<file path="src/rtl/fnd_scan_controller.sv">
// Four-digit FND scan controller: loads a 14-bit binary value, converts it to BCD
// serially, and swaps it into the scanned display only at a frame boundary.
module fnd_scan_controller #(
  parameter int P_TICK_DIV = 100_000
) (
  input  logic        i_clk,
  input  logic        i_reset,
  input  logic [13:0] i_value,
  input  logic        i_load,
  input  logic        i_blankLz,
  input  logic        i_dispOn,
  output logic        o_ready,
  output logic [1:0]  o_digitSelect,
  output logic        o_digitEn,
  output logic [3:0]  o_bcd,
  output logic        o_ovf
);

  localparam int PW = (P_TICK_DIV > 1) ? $clog2(P_TICK_DIV) : 1;
  localparam logic [PW-1:0] PRE_LAST = PW'(P_TICK_DIV - 1);

  typedef enum logic [1:0] {IDLE, CONV, WAIT} state_t;

  state_t        state, state_nxt;
  logic [PW-1:0] pre_cnt;
  logic [1:0]    digit;
  logic          tick;
  logic          frame_end;
  logic [13:0]   bin_sr;
  logic [15:0]   bcd_sr;
  logic [15:0]   bcd_adj;
  logic [3:0]    step_cnt;
  logic          ovf_pend;
  logic [15:0]   disp;
  logic          ovf_r;
  logic          lz_blank;

  function automatic logic [13:0] clamp_9999(input logic [13:0] v);
    return (v > 14'd9999) ? 14'd9999 : v;
  endfunction

  // Double-dabble correction: any BCD nibble >= 5 gets +3 before the shift.
  function automatic logic [15:0] dabble_adjust(input logic [15:0] b);
    logic [15:0] r;
    for (int n = 0; n < 4; n++) begin
      r[n*4 +: 4] = (b[n*4 +: 4] >= 4'd5) ? b[n*4 +: 4] + 4'd3 : b[n*4 +: 4];
    end
    return r;
  endfunction

  assign tick      = (pre_cnt == PRE_LAST);
  assign frame_end = tick && (digit == 2'd3);
  assign bcd_adj   = dabble_adjust(bcd_sr);

  always_ff @(posedge i_clk) begin
    if (i_reset) begin
      pre_cnt <= '0;
      digit   <= 2'd0;
    end else begin
      pre_cnt <= tick ? '0 : pre_cnt + PW'(1);
      if (tick) digit <= digit + 2'd1;
    end
  end

  always_ff @(posedge i_clk) begin
    if (i_reset) state <= IDLE;
    else         state <= state_nxt;
  end

  always_comb begin
    state_nxt = state;
    case (state)
      IDLE:    if (i_load) state_nxt = CONV;
      CONV:    if (step_cnt == 4'd13) state_nxt = WAIT;
      WAIT:    if (frame_end) state_nxt = IDLE;
      default: state_nxt = IDLE;
    endcase
  end

  // Conversion and commit: one shift per CONV cycle, commit only on a frame boundary.
  always_ff @(posedge i_clk) begin
    if (i_reset) begin
      bin_sr   <= '0;
      bcd_sr   <= '0;
      step_cnt <= '0;
      ovf_pend <= 1'b0;
      disp     <= '0;
      ovf_r    <= 1'b0;
    end else begin
      case (state)
        IDLE: if (i_load) begin
          bin_sr   <= clamp_9999(i_value);
          bcd_sr   <= '0;
          step_cnt <= '0;
          ovf_pend <= (i_value > 14'd9999);
        end
        CONV: begin
          {bcd_sr, bin_sr} <= {bcd_adj[14:0], bin_sr, 1'b0};
          step_cnt         <= step_cnt + 4'd1;
        end
        WAIT: if (frame_end) begin
          disp  <= bcd_sr;
          ovf_r <= ovf_pend;
        end
        default: ;
      endcase
    end
  end

  always_comb begin
    lz_blank = 1'b0;
    case (digit)
      2'd1:    lz_blank = (disp[15:4] == 12'd0);
      2'd2:    lz_blank = (disp[15:8] == 8'd0);
      2'd3:    lz_blank = (disp[15:12] == 4'd0);
      default: lz_blank = 1'b0;
    endcase
  end

  assign o_ready       = (state == IDLE);
  assign o_digitSelect = digit;
  assign o_bcd         = disp[digit*4 +: 4];
  assign o_digitEn     = !i_dispOn || (i_blankLz && lz_blank);
  assign o_ovf         = ovf_r;

endmodule

</file>
<file path="config.mk">
export PLATFORM = sky130hd
export DESIGN_NAME = fnd_scan_controller
export DESIGN_NICKNAME = d
export VERILOG_FILES = /design/src/rtl/fnd_scan_controller.sv
export SDC_FILE = /design/constraint.sdc
export NUM_CORES = 1
export LEC_CHECK = 0
export ABC_CLOCK_PERIOD_IN_PS = 2200
export BUFFER_PORTS_ARGS = -buffer_cell sky130_fd_sc_hd__buf_2
export CORE_ASPECT_RATIO = 0.8
export CORE_UTILIZATION = 59
export CTS_CLUSTER_SIZE = 16
export DETAILED_ROUTE_END_ITERATION = 6
export PLACE_DENSITY = 0.79
export SYNTH_ARGS = -nofsm -noshare
export SYNTH_HDL_FRONTEND = slang
export SYNTH_SLANG_ARGS = --single-unit
</file>
<file path="constraint.sdc">
create_clock -name i_clk -period 2.2 [get_ports i_clk]
set_input_delay 0.11 -clock i_clk [delete_from_list [all_inputs] [get_ports i_clk]]
set_output_delay 0.11 -clock i_clk [all_outputs]
set_load 0.005 [all_outputs]
</file>
==> flow_summary.json, run 1 <==
{
  "status": "complete, no violations",
  "postSynthCellCount": 403,
  "drt_iter0_markers": 225,
  "setup-violations-final": 0,
  "dr.max_layer_used": "met4",
  "drive_gt1_share_pct": 15.42,
  "clockRootBuffer": "clkbuf_8",
  "p_leak_nw": 1.511,
  "dieHeight_um": 71.49,
  "powerDensity_nw_per_um2": 656.2,
  "first_pass_iters": 5,
  "synth_xor_area_share_pct": 5.411,
  "ant_nets": 0,
  "syn-num-nets": 437,
  "cts_hold_buffers": 6,
  "worstSetupStartpointType": "flop",
  "cts_buffers": 9,
  "synth_compound_area_share_pct": 17.57,
  "finalWeightedCongestion": 0.8340,
  "total_power_w": 0.002636,
  "rows": 24,
  "ioPinCount": 28,
  "critical_path.max_fanout": 19,
  "n_antenna_cell": 0,
  "antenna_found_initial": 0,
  "dr_total_vias": 3051,
  "fmax_ghz": 0.5156,
  "cp_data_arrival_time_ns": 2.18,
  "cp_data_required_time_ns": 2.44,
  "r2r_slack_ns": 0.26,
  "cp-end-kind": "flop",
  "clkSinkCount": 73,
  "yosys.area.top_type_share_pct": 41.04,
  "drc_errors": 0,
  "wl_per_cell_um": 15.09,
  "wl_met3_um": 405,
  "ys_types": 51,
  "synth_fa_ha_area_share_pct": 5.271,
  "yosysWarnings": 0,
  "cts.htree.levels": 3,
  "synth_edf_count": 0,
  "grt_usage_pct": 27.50,
  "relSlewSlack_pct": 41.98,
  "mostFrequentLayoutCells": "73 x dfxtp_1, 45 x a21oi_1, 35 x o21ai_0",
  "hp-class": "input port to flop",
  "grt_max_degree": 36,
  "fin_nets": 470,
  "yosysSeqAreaShare_pct": 41.04,
  "n_fill_cell": 455,
  "clock_skew_ns": 0.008305,
  "cts_buffer_depth": 2,
  "crit_type": "flop to flop",
  "clock_latency_ns": 0.36,
  "fp.coreArea_um2": 5615,
  "syn_to_final_growth_pct": 12.82,
  "synth_top_family_by_area": "simple AND/OR/NAND/NOR gates",
  "die_w_um": 88.86,
  "synth-main-ff-cell": "dfxtp_1",
  "wl_met2_um": 3694,
  "cts_setup_buffers": 0,
  "drv_cap": 0,
  "synthMuxAreaShare_pct": 3.970,
  "start_util_pct": 63.41,
  "dp_hpwl_um": 5404,
  "ys_seq_elements": 73,
  "finalHoldViolations": 0,
  "die-area_um2": 6352,
  "totalWireLength_um": 7832,
  "grt_pass1_wl_um": 13390,
  "final_util_pct": 71.55,
  "peakVddDrop_uv": 547.3,
  "cts_tree": "built",
  "cts_resized": 0,
  "synth_area_um2": 3561,
  "grt_setup_unrepaired": "no",
  "yosysTopAreaCell": "dfxtp_1",
  "path_clk_slew_ns": 0.08,
  "post-place-cells": 496,
  "worst_pin_slew_ns": 0.8685,
  "fin_tns_setup_ns": 0,
  "via_per_inst": 5.879,
  "final_max_slew_viol_count": 0,
  "gr-total-overflow": 0,
  "stdcell_count": 519,
  "syn_area_per_cell_um2": 8.836,
  "synthArstFlopShare_pct": 0,
  "layout.cells.most_common": "dfxtp_1",
  "drt-met1-wl_um": 3655,
  "yosys-top-cells-area": "dfxtp_1 41%, a21oi_1 6.3%, ha_1 5.3%",
  "fin_crit_sh_pct": 88.16,
  "period_minus_slack_ns": 1.940,
  "first_global_vias": 2877,
  "synthSimpleGateAreaFrac_pct": 21.54,
  "io_buffer_count": 27
}
## report_power, final
group	switching, W	leakage (nW)	internal (W)
clock	0.000522	0.107	0.000558
combinational	0.000108	0.813	0.0000726
sequential	0.0000256	0.591	0.00135
total	0.000655	1.51	0.00198
## stage by stage
step / area (µm²) / hold slack [ns] / setup slack, ns
after floorplan: 3561 / 0.2269 / 0.6020
after global placement: 3744 / 0.3303 / 0.3728
after detailed placement: 3744 / 0.3416 / 0.2881
after CTS: 4008 / 0.005262 / 0.2654
after global routing: 4018 / 0.03536 / 0.02565
final: 4018 / 0.03114 / 0.2604
## synthesized netlist by cell type (2+ instances only)
master and instances:
nand4_2 2, nor2b_1 2, nor4_1 8, nand3_1 29
xor2_1 8, inv_1 16, a222oi_1 2, a2111oi_0 2
nand2_1 22, mux4_2 4, ha_1 15, or3_1 5
and3_1 4, xnor2_1 14, nand2b_1 7, nand4_1 5
nor3_1 8, mux2i_1 4, nor2_1 33, dfxtp_1 73
o21ai_0 35, clkbuf_1 10, buf_2 9, o2bb2ai_1 4
a21oi_1 45, a22o_1 8, nand3b_1 3, a22oi_1 3
## per-layer routing
metal / vias up / track usage, %
met5: - / 0
met4: 0 / 8.423
met3: 9 / 7.373
met2: 72 / 43.08
met1: 1458 / 37.19
li1: 1512 / -
## logic make-up after synthesis
| group | Yosys count |
|---|---|
| AND/OR/NAND/NOR | 139 |
| AO/OA/AOI/OAI | 107 |
| flip-flops | 73 |
| buffers and inverters | 38 |
| XOR/XNOR | 22 |
| adder cells (fa/ha/maj) | 15 |
| multiplexers | 9 |
## worst max-delay path, stage by stage, from the launching register on
cell      delay, ns
dfxtp_1        0.41
ha_1           0.26
and4_1         0.28
nand4_2        0.37
nand2b_1       0.20
buf_4          0.24
nor2_1         0.07
## layout make-up
cell class | instances | area, µm² | share of cell area, %
multi-input combinational | 292 | 1914 | 47.65
sequential | 73 | 1461 | 36.37
timing repair buffer | 44 | 280.3 | 6.976
clock buffer | 10 | 137.6 | 3.426
tap | 78 | 97.59 | 2.429
clock inverter | 6 | 66.31 | 1.651
inverter | 16 | 60.06 | 1.495
## worst paths after layout
check,endpoint,from,cells after the start
worst max-delay path,pre_cnt[12],pre_cnt[0],6
worst min-delay path,bin_sr[11],i_value[11],3
worst max register to register,pre_cnt[12],pre_cnt[0],6
worst min register to register,bin_sr[1],bin_sr[1],2
## sequential cells by signal (all words and copies together) (netlist names)
signal and flops:
o_digitSelect 2, o_ovf 1, state 2, bin_sr 14, disp 16, ovf_pend 1
step_cnt 4, pre_cnt 17, bcd_sr 16
No activity file was read; power rests on OpenSTA's default activity.
==> inputs of run 2 (changes only) <==
--- a/config.mk
+++ b/config.mk
@@ -7,10 +7,10 @@
 export LEC_CHECK = 0
 export ABC_CLOCK_PERIOD_IN_PS = 2200
 export BUFFER_PORTS_ARGS = -buffer_cell sky130_fd_sc_hd__buf_2
-export CORE_ASPECT_RATIO = 0.8
 export CORE_UTILIZATION = 59
 export CTS_CLUSTER_SIZE = 16
 export DETAILED_ROUTE_END_ITERATION = 6
+export GPL_TIMING_DRIVEN = 0
 export PLACE_DENSITY = 0.79
 export SYNTH_ARGS = -nofsm -noshare
 export SYNTH_HDL_FRONTEND = slang
==> run 2 against run 1 <==
Effect of this change:
- sequential share of layout area down 0.28 points
- fmax decreased by 3.8%
- sequential cell count is the same
- clock skew increased by 0.0026 ns
- core utilization shrank 0.21 points
- final cell count is 1.2% higher
- routed wire length rose by 1.7%
- register-to-register slack got worse by 0.08 ns
- setup slack got worse by 0.076 ns
- clock-buffer cell count decreased by 1
==> flow_summary.json, run 2 (synthesis gave the netlist of run 1 again) <==
{
  "r2r_slack_ns": 0.18,
  "fp.coreArea_um2": 5675,
  "setup-violations-final": 0,
  "relSlewSlack_pct": 52.28,
  "p_leak_nw": 1.524,
  "ant_nets": 0,
  "grt_max_degree": 14,
  "fin_tns_setup_ns": 0,
  "layout.cells.most_common": "dfxtp_1",
  "clock_skew_ns": 0.01087,
  "clock_latency_ns": 0.35,
  "drive_gt1_share_pct": 15.45,
  "cp_data_arrival_time_ns": 2.22,
  "first_pass_iters": 5,
  "crit_type": "flop to flop",
  "worst-r2r-cell-count": 6,
  "via_per_inst": 5.979,
  "dp_hpwl_um": 5639,
  "cts_tree": "built",
  "drc_errors": 0,
  "final_max_slew_viol_count": 0,
  "cts_buffer_depth": 2,
  "finalHoldViolations": 0,
  "first_global_vias": 2991,
  "r2r-start": "pre_cnt[0]",
  "cts_setup_buffers": 0,
  "largest_register_ff_count": 17,
  "gr-total-overflow": 0,
  "grt_usage_pct": 27.83,
  "drv_cap": 0,
  "io_buffer_count": 27,
  "place_area_um2": 3786,
  "die-area_um2": 6351,
  "cts_hold_buffers": 7,
  "period_minus_slack_ns": 2.015,
  "grt_setup_unrepaired": "no",
  "grt_pass1_wl_um": 13620,
  "cts_resized": 0,
  "fin_crit_sh_pct": 91.60,
  "top_regs": "pre_cnt: 17 flops, bcd_sr: 16 flops, disp: 16 flops",
  "cts_buffers": 9,
  "largest-register": "pre_cnt",
  "stdcell_count": 525,
  "powerDensity_nw_per_um2": 637.1,
  "worstSetupStartpointType": "flop",
  "holdWs_ns": 0.04437,
  "cp_data_required_time_ns": 2.41,
  "status": "complete, no violations",
  "worst_pin_slew_ns": 0.6977,
  "holdPathStages": 3,
  "r2r-end": "disp[14]",
  "peakVddDrop_uv": 466.2,
  "post-place-cells": 502,
  "worstHoldEndpoint": "bin_sr[11]",
  "mostFrequentLayoutCells": "73 x dfxtp_1, 45 x a21oi_1, 36 x buf_2",
  "rows": 27,
  "clockRootBuffer": "clkbuf_8",
  "cts.htree.levels": 3,
  "antenna_found_initial": 0,
  "totalWireLength_um": 7963,
  "drt_iter0_markers": 195,
  "wl_per_cell_um": 15.17,
  "n_antenna_cell": 0,
  "clkSinkCount": 73,
  "cp-end-kind": "flop",
  "fmax_ghz": 0.4962,
  "dr_total_vias": 3139,
  "final_util_pct": 71.34,
  "die_w_um": 79.69,
  "start_util_pct": 62.74,
  "critical_path.max_fanout": 10,
  "hp-class": "input port to flop",
  "path_clk_slew_ns": 0.08,
  "fin_area_um2": 4049,
  "ioPinCount": 28,
  "finalWeightedCongestion": 0.8055,
  "holdCritStartpoint": "i_value[11]",
  "syn_to_final_growth_pct": 13.70,
  "dieHeight_um": 79.69,
  "fin_nets": 482
}
[run 2: cell count changes in the layout (fill, tap and decap cells not counted)]
cell and change:
buf_12 +1, buf_2 +9, buf_4 -9, buf_8 +1
clkbuf_1 +10, clkbuf_8 -1, clkinv_2 +1, clkinv_4 -2
clkinvlp_4 +2
[run 2: layout make-up]
type | instances | area [µm²]
timing repair buffer | 34 | 205.2
inverter | 16 | 60.06
clock inverter | 7 | 68.82
clock buffer | 9 | 123.9
fill | 454 | 1627
multi-input combinational | 292 | 1914
tap | 72 | 90.09
buffer | 22 | 125.1
sequential | 73 | 1461
[run 2: per-stage QoR]
| stage | worst slack [ns] | power, W |
|---|---|---|
| global route | 0.02538 | 0.002679 |
| CTS | 0.1682 | 0.002592 |
| global placement | 0.3066 | 0.001570 |
| detailed placement | 0.2705 | 0.001574 |
| finish | 0.1848 | 0.002580 |
| floorplan | 0.6020 | 0.001511 |
[run 2: worst max-delay path by stage]
stage / start / end / slack, ns / depth (start not counted)
2_1_floorplan: pre_cnt[0] / pre_cnt[10] / 0.60 / 7
3_3_place_gp: pre_cnt[0] / pre_cnt[7] / 0.31 / 7
3_5_place_dp: pre_cnt[0] / disp[13] / 0.27 / 6
4_1_cts: o_digitSelect[0] / o_digitEn / 0.17 / 7
5_1_grt: o_digitSelect[0] / o_digitEn / 0.03 / 7
6_report: pre_cnt[0] / disp[14] / 0.18 / 6
[run 2: layer usage]
metal,wire [µm],share of wire [%],GRT usage (%)
met5,0,0,0
met4,165,2.1,12.36
met3,332,4.2,4.800
met2,3821,48,45.81
met1,3643,46,35.48
[run 2: critical path: stages, from the launching register on]
cell and delay, ns:
dfxtp_1 0.41, ha_1 0.25, and4_1 0.30, nand4_2 0.30, clkbuf_1 0.29, o21ai_0 0.23, a21oi_1 0.10
[run 2: power breakdown]
group          switching (W)  internal (W)
Sequential         0.0000221       0.00135
Combinational       0.000112     0.0000704
Clock               0.000503      0.000521
Total               0.000638       0.00194
